--- config.mk ---
export PLATFORM = sky130hd
export DESIGN_NAME = cordic_sched
export DESIGN_NICKNAME = d
export VERILOG_FILES = /design/src/rtl/cordic_pkg.sv /design/src/rtl/cordic_sched_rr_arbiter.sv /design/src/rtl/cordic_sched.sv
export SDC_FILE = /design/constraint.sdc
export NUM_CORES = 1
export LEC_CHECK = 0
export CAP_MARGIN = 10
export CORE_MARGIN = 3
export CORE_UTILIZATION = 37
export DETAILED_ROUTE_END_ITERATION = 12
export HOLD_SLACK_MARGIN = 0.1
export PLACE_DENSITY_LB_ADDON = 0.08
export RECOVER_POWER = 50
export SKIP_CTS_REPAIR_TIMING = 1
export SLEW_MARGIN = 20
export SYNTH_ARGS = -nofsm -noshare
export SYNTH_HDL_FRONTEND = slang
export SYNTH_SLANG_ARGS = --single-unit
--- constraint.sdc ---
create_clock -name clk -period 4.27 [get_ports clk]
set_input_delay 1.281 -clock clk [delete_from_list [all_inputs] [get_ports clk]]
set_output_delay 1.281 -clock clk [all_outputs]
set_load 0.005 [all_outputs]
--- src/rtl/cordic_pkg.sv ---
// Shared definitions for the CORDIC exponent scheduler slice.
// - Scheduler state encoding.
// - Default operand/result widths, engine iteration count and watchdog limit.
package cordic_pkg;

  localparam int XW_DEF      = 32;  // engine operand width
  localparam int YW_DEF      = 64;  // engine result width
  localparam int ENG_ITERS   = 32;  // table-walk steps inside the engine
  localparam int TIMEOUT_DEF = 40;  // WAIT cycles before the engine is declared hung

  typedef enum logic [2:0] {
    ST_IDLE  = 3'd0,
    ST_LOAD  = 3'd1,
    ST_START = 3'd2,
    ST_WAIT  = 3'd3,
    ST_RESP  = 3'd4
  } state_t;

endpackage

--- src/rtl/cordic_sched_rr_arbiter.sv ---
// Combinational round-robin arbiter.
// Scans the request vector starting at ptr, wrapping modulo NREQ, and grants
// the first set bit. The pointer itself is owned by the caller.
// Ports:
//   req   in  NREQ  request vector
//   ptr   in  IDW   index to start the scan at (must be < NREQ)
//   en    in  1     arbitration enable; grant is all-zero when low
//   grant out NREQ  one-hot grant (all-zero if nothing granted)
//   idx   out IDW   encoded index of the granted requester
module rr_arbiter
  import cordic_pkg::*;
#(
  parameter int NREQ = 4,
  parameter int IDW  = $clog2(NREQ)
) (
  input  logic [NREQ-1:0] req,
  input  logic [IDW-1:0]  ptr,
  input  logic            en,
  output logic [NREQ-1:0] grant,
  output logic [IDW-1:0]  idx
);

  always_comb begin : scan
    int   c;
    logic found;
    grant = '0;
    idx   = '0;
    found = 1'b0;
    c     = 0;
    for (int i = 0; i < NREQ; i++) begin
      // Candidate index wraps explicitly so NREQ need not be a power of two.
      c = int'(ptr) + i;
      if (c >= NREQ) c = c - NREQ;
      if (en && !found && req[c]) begin
        found    = 1'b1;
        grant[c] = 1'b1;
        idx      = IDW'(c);
      end
    end
  end

endmodule

--- src/rtl/cordic_sched.sv ---
// Scheduler sharing one iterative CORDIC exponent engine between NREQ
// requesters. Requests are granted round-robin; the engine is walked through
// preload (LOAD), start (START), completion wait (WAIT) and the result is
// presented on the response port (RESP) tagged with the requester index.
// A watchdog recovers a hung engine with an error response.
// Ports:
//   clk, rst     clock, synchronous active-high reset
//   req_valid    per-requester request pending
//   req_x        packed operands, requester i at [i*XW +: XW]
//   req_ready    one-hot pulse: that requester's operand is captured this cycle
//   rsp_valid    response available; rsp_ready accepts it
//   rsp_id       index of the requester the response belongs to
//   rsp_y        result (0 on timeout)
//   rsp_err      engine timed out
//   eng_rst      engine preload strobe (also held during rst, pulsed on timeout)
//   eng_en       engine start strobe
//   eng_x        operand to engine (valid LOAD..WAIT, 0 otherwise)
//   eng_y        engine result, qualified by eng_valid
//   eng_valid    engine done pulse
//   busy         scheduler not idle
module cordic_sched
  import cordic_pkg::*;
#(
  parameter int NREQ    = 4,
  parameter int XW      = XW_DEF,
  parameter int YW      = YW_DEF,
  parameter int TIMEOUT = TIMEOUT_DEF
) (
  input  logic                    clk,
  input  logic                    rst,
  input  logic [NREQ-1:0]         req_valid,
  input  logic [NREQ*XW-1:0]      req_x,
  output logic [NREQ-1:0]         req_ready,
  output logic                    rsp_valid,
  input  logic                    rsp_ready,
  output logic [$clog2(NREQ)-1:0] rsp_id,
  output logic [YW-1:0]           rsp_y,
  output logic                    rsp_err,
  output logic                    eng_rst,
  output logic                    eng_en,
  output logic [XW-1:0]           eng_x,
  input  logic [YW-1:0]           eng_y,
  input  logic                    eng_valid,
  output logic                    busy
);

  localparam int IDW = $clog2(NREQ);
  localparam int WDW = $clog2(TIMEOUT + 1);
  localparam logic [WDW-1:0] WD_LAST = WDW'(TIMEOUT - 1);
  localparam logic [WDW-1:0] WD_MAX  = WDW'(TIMEOUT);
  localparam logic [IDW-1:0] ID_LAST = IDW'(NREQ - 1);

  state_t          state, state_nxt;
  logic [IDW-1:0]  ptr;
  logic [IDW-1:0]  gnt_idx;
  logic [NREQ-1:0] gnt;
  logic [WDW-1:0]  wd;

  logic [XW-1:0]   op_sel;
  logic [XW-1:0]   op_reg;
  logic [IDW-1:0]  id_reg;
  logic [YW-1:0]   y_reg;
  logic            err_reg;

  logic            arb_en;
  logic            grant_fire;
  logic            done_fire;
  logic            timeout_fire;

  // Arbitration only runs in IDLE and never while reset is held.
  assign arb_en       = (state == ST_IDLE) && !rst;
  assign grant_fire   = |gnt;
  assign done_fire    = (state == ST_WAIT) && eng_valid;
  // Fires on the TIMEOUT-th WAIT cycle (watchdog counts 0..TIMEOUT-1).
  assign timeout_fire = (state == ST_WAIT) && !eng_valid && (wd == WD_LAST);

  rr_arbiter #(
    .NREQ (NREQ),
    .IDW  (IDW)
  ) u_arb (
    .req   (req_valid),
    .ptr   (ptr),
    .en    (arb_en),
    .grant (gnt),
    .idx   (gnt_idx)
  );

  // Only the granted requester's operand is ever selected.
  always_comb begin
    op_sel = '0;
    for (int i = 0; i < NREQ; i++) begin
      if (gnt[i]) op_sel = req_x[i*XW +: XW];
    end
  end

  // ---- state register ----
  always_ff @(posedge clk) begin
    if (rst) state <= ST_IDLE;
    else     state <= state_nxt;
  end

  // ---- next-state logic ----
  always_comb begin
    state_nxt = state;
    case (state)
      ST_IDLE:  if (grant_fire) state_nxt = ST_LOAD;
      ST_LOAD:  state_nxt = ST_START;
      ST_START: state_nxt = ST_WAIT;
      ST_WAIT:  if (done_fire || timeout_fire) state_nxt = ST_RESP;
      ST_RESP:  if (rsp_ready) state_nxt = ST_IDLE;
      default:  state_nxt = ST_IDLE;
    endcase
  end

  // ---- control registers: arbiter pointer and watchdog ----
  always_ff @(posedge clk) begin
    if (rst) begin
      ptr <= '0;
      wd  <= '0;
    end else begin
      if (grant_fire) ptr <= (gnt_idx == ID_LAST) ? '0 : gnt_idx + IDW'(1);
      if (state == ST_START)
        wd <= '0;
      else if (state == ST_WAIT && wd != WD_MAX)
        wd <= wd + WDW'(1);
    end
  end

  // ---- operand / result holding registers ----
  always_ff @(posedge clk) begin
    if (grant_fire) begin
      op_reg <= op_sel;
      id_reg <= gnt_idx;
    end
    if (done_fire) begin
      y_reg   <= eng_y;
      err_reg <= 1'b0;
    end else if (timeout_fire) begin
      y_reg   <= '0;
      err_reg <= 1'b1;
    end
  end

  // ---- output logic ----
  // Everything is forced low while rst is high, except eng_rst which is
  // held high so the engine is re-preloaded for the whole reset.
  always_comb begin
    req_ready = '0;
    rsp_valid = 1'b0;
    rsp_id    = '0;
    rsp_y     = '0;
    rsp_err   = 1'b0;
    eng_rst   = rst;
    eng_en    = 1'b0;
    eng_x     = '0;
    busy      = 1'b0;
    if (!rst) begin
      case (state)
        ST_IDLE: req_ready = gnt;
        ST_LOAD: begin
          eng_rst = 1'b1;
          eng_x   = op_reg;
          busy    = 1'b1;
        end
        ST_START: begin
          eng_en = 1'b1;
          eng_x  = op_reg;
          busy   = 1'b1;
        end
        ST_WAIT: begin
          // Hung engine is re-preloaded on the way out to RESP.
          eng_rst = timeout_fire;
          eng_x   = op_reg;
          busy    = 1'b1;
        end
        ST_RESP: begin
          rsp_valid = 1'b1;
          rsp_id    = id_reg;
          rsp_y     = y_reg;
          rsp_err   = err_reg;
          busy      = 1'b1;
        end
        default: ;
      endcase
    end
  end

endmodule

* Word-level counts from Yosys, hierarchy flattened
Cells that the tools add are included.
Storage, ports and cells: output and inout bits 107, logic and storage cells 134, flip-flop bits (word level) 110
Operators by class: reductions and logical operators 29, bitwise logic cells 3, $add $sub $neg 9, $lt $le $gt $ge 12, equal/unequal tests 10, muxes and demuxes 64
Operator list (count):
- $mux 32 | 10
- $mux 64 | 4
- $ge 32x1->1 const B | 4
- $lt 32x4->1 const B | 4
- $ge 32x4->1 const B | 3
- $sub 32x4->32 const B | 3
- $mux 1 | 24
- $mux 4 | 6
- $logic_and 1x1->1 | 16
- $pmux 3 s5 | 1
- $mux 2 | 7
- $or 4x4->4 | 3
- $mux 3 | 3
- $bmux 1 s2 | 4
- $demux 1 s2 | 4
- $reduce_or 4->1 | 2
- $add 2x2->3 const B | 2
- $add 6x1->6 const B | 1
- $eq 3x2->1 const B | 2
- $eq 6x6->1 const B | 1
- $ne 2x2->1 const B | 3
- $ne 6x6->1 const B | 1
- $logic_not 1->1 | 5
- $sub 2x3->4 const B | 1
- other kinds (13) | 13

* Longest topological paths before layout
depth after elaboration 23, gate-level depth with buffers 13, mapped depth without buffers 9

* Cells and area by module
A second synthesis with hierarchy kept.
Unflattened totals: cell total of the unflattened synthesis 583, area, all modules 6199.7 sq um
By module, submodules not included:
- cordic_sched | times used 1, cells an instance 525, area each 5718.0 sq um, sequential area each 3183.1 sq um
- rr_arbiter | times used 1, cells an instance 58, area each 481.7 sq um, sequential area each 0.0 sq um

* Least setup slack after synthesis
Ideal clock, no wire load.
path kind input port to output port, start input port req_valid[3], end output port req_ready[2], arrival 3.023 ns, data required time 2.989 ns, stages on the path 5, slack -0.034 ns, path buffers 1, path through mux4_2 > a22o_1 > a222oi_1 > inv_2 > buf_6
On the way: cells in the longest elaborated chain, start to end 19, elaborated cells on any way between the ends 34, those cells by class mux: 21; bitwise: 3; reduce/logical: 10
RTL lines:
- start, declared | RTL line cordic_sched.sv:31 | input logic [NREQ-1:0] req_valid,
- $bmux 1 s2 | RTL line cordic_sched_rr_arbiter.sv:34 | if (en && !found && req[c]) begin
- $mux 1 (implied by the code) (2 in series) | RTL line cordic_sched_rr_arbiter.sv:34
- $logic_and 1x1->1 | RTL line cordic_sched_rr_arbiter.sv:34
- $mux 1 | RTL line cordic_sched_rr_arbiter.sv:34
- $logic_not 1->1 | RTL line cordic_sched_rr_arbiter.sv:34
- $logic_and 1x1->1 (2 in series) | RTL line cordic_sched_rr_arbiter.sv:34
- $mux 1 | RTL line cordic_sched_rr_arbiter.sv:34
- $logic_not 1->1 | RTL line cordic_sched_rr_arbiter.sv:34
- $logic_and 1x1->1 (2 in series) | RTL line cordic_sched_rr_arbiter.sv:34
- $mux 1 | RTL line cordic_sched_rr_arbiter.sv:34
- $logic_not 1->1 | RTL line cordic_sched_rr_arbiter.sv:34
- $logic_and 1x1->1 (2 in series) | RTL line cordic_sched_rr_arbiter.sv:34
- $mux 4 (*) | RTL line cordic_sched_rr_arbiter.sv:34
- $mux 4 (*) | RTL line cordic_sched.sv:158 | case (state)
- $mux 4 (*) | RTL line cordic_sched.sv:157 | if (!rst) begin
- end, declared | RTL line cordic_sched.sv:33 | output logic [NREQ-1:0] req_ready,
Mark *: on every way between the ends. The rest lies on a longest branch, timed or not. The select of a mux whose other input is x is not followed.

* Final worst setup path
start input port req_valid[0], end output port req_ready[3]
Same word-level chain as after synthesis.

==> flow_summary.ini <==
[outcome]
status = complete, but fails checks
violations = capacitance limit, slew limit

[synthesis]
synth_ff_type = edfxtp_1
synth.ff_latch_count = 110
synth-warning-count = 0
avgSynthCellArea_um2 = 11.0
yosys-top-cells-count = and2_1 (101), edfxtp_1 (98), and3_1 (67), o21ai_1 (44), nand2_1 (39)
syn_inst = 562
ys_async_sr_fraction_pct = 0
netlist.top_cell.by_area = edfxtp_1
synth_most_common_cell = and2_1
synthTopCellsByArea = edfxtp_1 (48%), and2_1 (10%), a221oi_2 (7.0%)
synth_edf_count = 98
syn_area_mm2 = 0.00618
yosysSeqAreaShare_pct = 51.5
netlist.area_leader.share_pct = 47.6
yosysUniqueCellTypes = 46
syn_nets = 772

[die]
core.rowCount = 46
die_h_um = 135
die_w_um = 135
io_pins = 307
die-area_mm2 = 0.0183
core_mm2 = 0.0161
initial_core_util_pct = 38.3

[detailed_routing]
drt-initial-drc-count = 353
firstDrtPassIters = 4
avgRoutedWirePerCell_um = 18.2
ant_nets = 0
via_count = 5570
postRouteWirelength_um = 20000
vias_per_cell = 5.09
drc = 0

[run]
maxCapViolCount = 1

[setup_path]
critPathRequiredTime_ns = 2.99
crit_path_start = req_valid[0]
criticalPathCategory = in -> out
setup.worst_path.end = req_ready[3]
r2r_end = op_reg[31]$_DFFE_PP_
rr_worst_depth = 11
critPathArrivalTime_ns = 2.94
end_kind = output pin
worstPathMaxFanout = 4
cp-start-kind = primary input
r2r_slack_ns = 0.78

[placed_design]
place_area_mm2 = 0.00963
port_buffers = 306
hpwl_um = 14900
gp_congestion = 0.937
placed_cells = 1072

[sta]
hold_violations = 0
setup_viol = 0
tightestPinTransition_ns = 1.80
fin_skew_ns = 0.00995
fin_crit_ns = 4.22
finalMaxSlewViolations = 24
max_freq_mhz = 237
fin_crit_sh_pct = 98.8
whs_ns = 0.485
slew_headroom_pct = -20.3

[pwr]
power.total_mw = 4.21
power_frac_clock_pct = 19.1
p_per_area_mw_per_mm2 = 420
p_int_mw = 2.84
combPwrFrac_pct = 43.5
pwr-share-seq_pct = 37.4
p_sw_share_pct = 32.6
cellLeakagePower_nw = 3.80
p_sw_mw = 1.37
vdd_drop_max_v = 0.000218

[grt]
grt_pass1_vias = 5714
grt_pass1_wl_um = 30300
antenna_found_initial = 1
grt_max_degree = 68
grt_use_total_pct = 21.1
gr-total-overflow = 0

[clocking]
clkTransAtPathRegs_ns = 0.07
cts_buffer_depth = 2
cts_sinks = 110
numCtsBuffers = 9
cts_tree = done
cts_root_buf = clkbuf_16
htree_levels = 3
clock_latency_ns = 0.36

[finish]
drive_gt1_share_pct = 12.9
nets = 1083
final_cell_area_mm2 = 0.0100
finalNonFillerCells = 1095
area_delta_synth_final_pct = 62.0
largest_reg_flops = 64

[worst_hold_path]
whs_path_depth = 2
hold_path.class = reg -> reg
==> layout make-up <==
cell class	instances	area (um^2)
fillers	1275	6100
repair buffers	348	3440
flip-flops and latches	110	3180
multi-input cells	393	2790
well taps	216	270
clock buffers	9	225
clock inverters	7	53.8
inverters	11	41.3
diodes	1	2.50
==> metal layers <==
layer  wire length (um)  up-vias  part of all wire, %  track usage (%)
met5                 20        -                 0.10                0
met4                558        2                  2.8             9.80
met3               1610       37                  8.1             5.94
met2              10200      252                   51             36.4
met1               7640     2601                   38             24.3
li1                   -     2678                    -                -
==> logic make-up (layout without fill, tap and decap cells) <==
group | Yosys count | after routing | synth area share, %
AOI/OAI and AO/OA | 122 | 122 | 15.8
xor gates and xnor gates | 5 | 5 | 0.709
adders and majority gates | 10 | 10 | 2.02
muxes | 10 | 10 | 2.43
DFF | 110 | 110 | 51.5
and+or+nand+nor | 246 | 246 | 23.1
buffers and inverters | 59 | 375 | 4.37
other | 0 | 1 | 0
==> how the worst min path moves through the flow <==
stage / endpoint / from
after floorplan: err_reg$_SDFFE_PP0P_ / err_reg$_SDFFE_PP0P_
after global placement: err_reg$_SDFFE_PP0P_ / err_reg$_SDFFE_PP0P_
after detailed placement: err_reg$_SDFFE_PP0P_ / err_reg$_SDFFE_PP0P_
after CTS: err_reg$_SDFFE_PP0P_ / err_reg$_SDFFE_PP0P_
after global routing: err_reg$_SDFFE_PP0P_ / err_reg$_SDFFE_PP0P_
final: err_reg$_SDFFE_PP0P_ / err_reg$_SDFFE_PP0P_
==> through the flow <==
| step | setup slack, ns | TNS [ns] | util, % |
|---|---|---|---|
| 3_5_place_dp | -0.746 | -12.63 | 59.8 |
| 2_1_floorplan | -0.0337 | -0.0625 | - |
| 3_3_place_gp | -0.716 | -10.56 | 59.8 |
| 6_report | 0.0505 | 0 | 62.1 |
| 5_1_grt | -0.0328 | -0.0328 | 62.1 |
| 4_1_cts | -0.758 | -6.07 | 61.5 |
==> critical path, stage by stage <==
cell and delay [ns]:
dlymetal6s2s_1 0.15, buf_6 0.13, mux4_2 0.51, a22o_1 0.26, a222oi_1 0.25, buf_4 0.18
inv_2 0.03, buf_4 0.14
==> power by group through the flow <==
stage / Combinational [mW] / Clock [mW] / Sequential [mW]
2_1_floorplan: 1.01 / 0 / 1.59
6_report: 1.83 / 0.805 / 1.57
5_1_grt: 1.99 / 0.871 / 1.60
4_1_cts: 1.79 / 0.828 / 1.57
3_5_place_dp: 1.78 / 0 / 1.60
3_3_place_gp: 1.75 / 0 / 1.59
==> placed cells by master, fill, tap and decap left out, drive strengths merged, types with 2 or more instances in the layout <==
master	count
a21boi	3
a21oi	7
a221oi	33
a222oi	2
a22o	2
and2	101
and3	67
buf	43
clkbuf	15
clkdlybuf4s50	296
clkinvlp	2
dfxtp	12
dlymetal6s2s	3
edfxtp	98
ha	10
inv	15
mux2i	6
mux4	4
nand2	39
nand2b	2
nand3b	2
nand4	2
nor2	17
nor2b	3
nor3	7
o21a	2
o21ai	65
or2	2
xnor2	3
xor2	2
No activity file was read; power rests on OpenSTA's default activity.
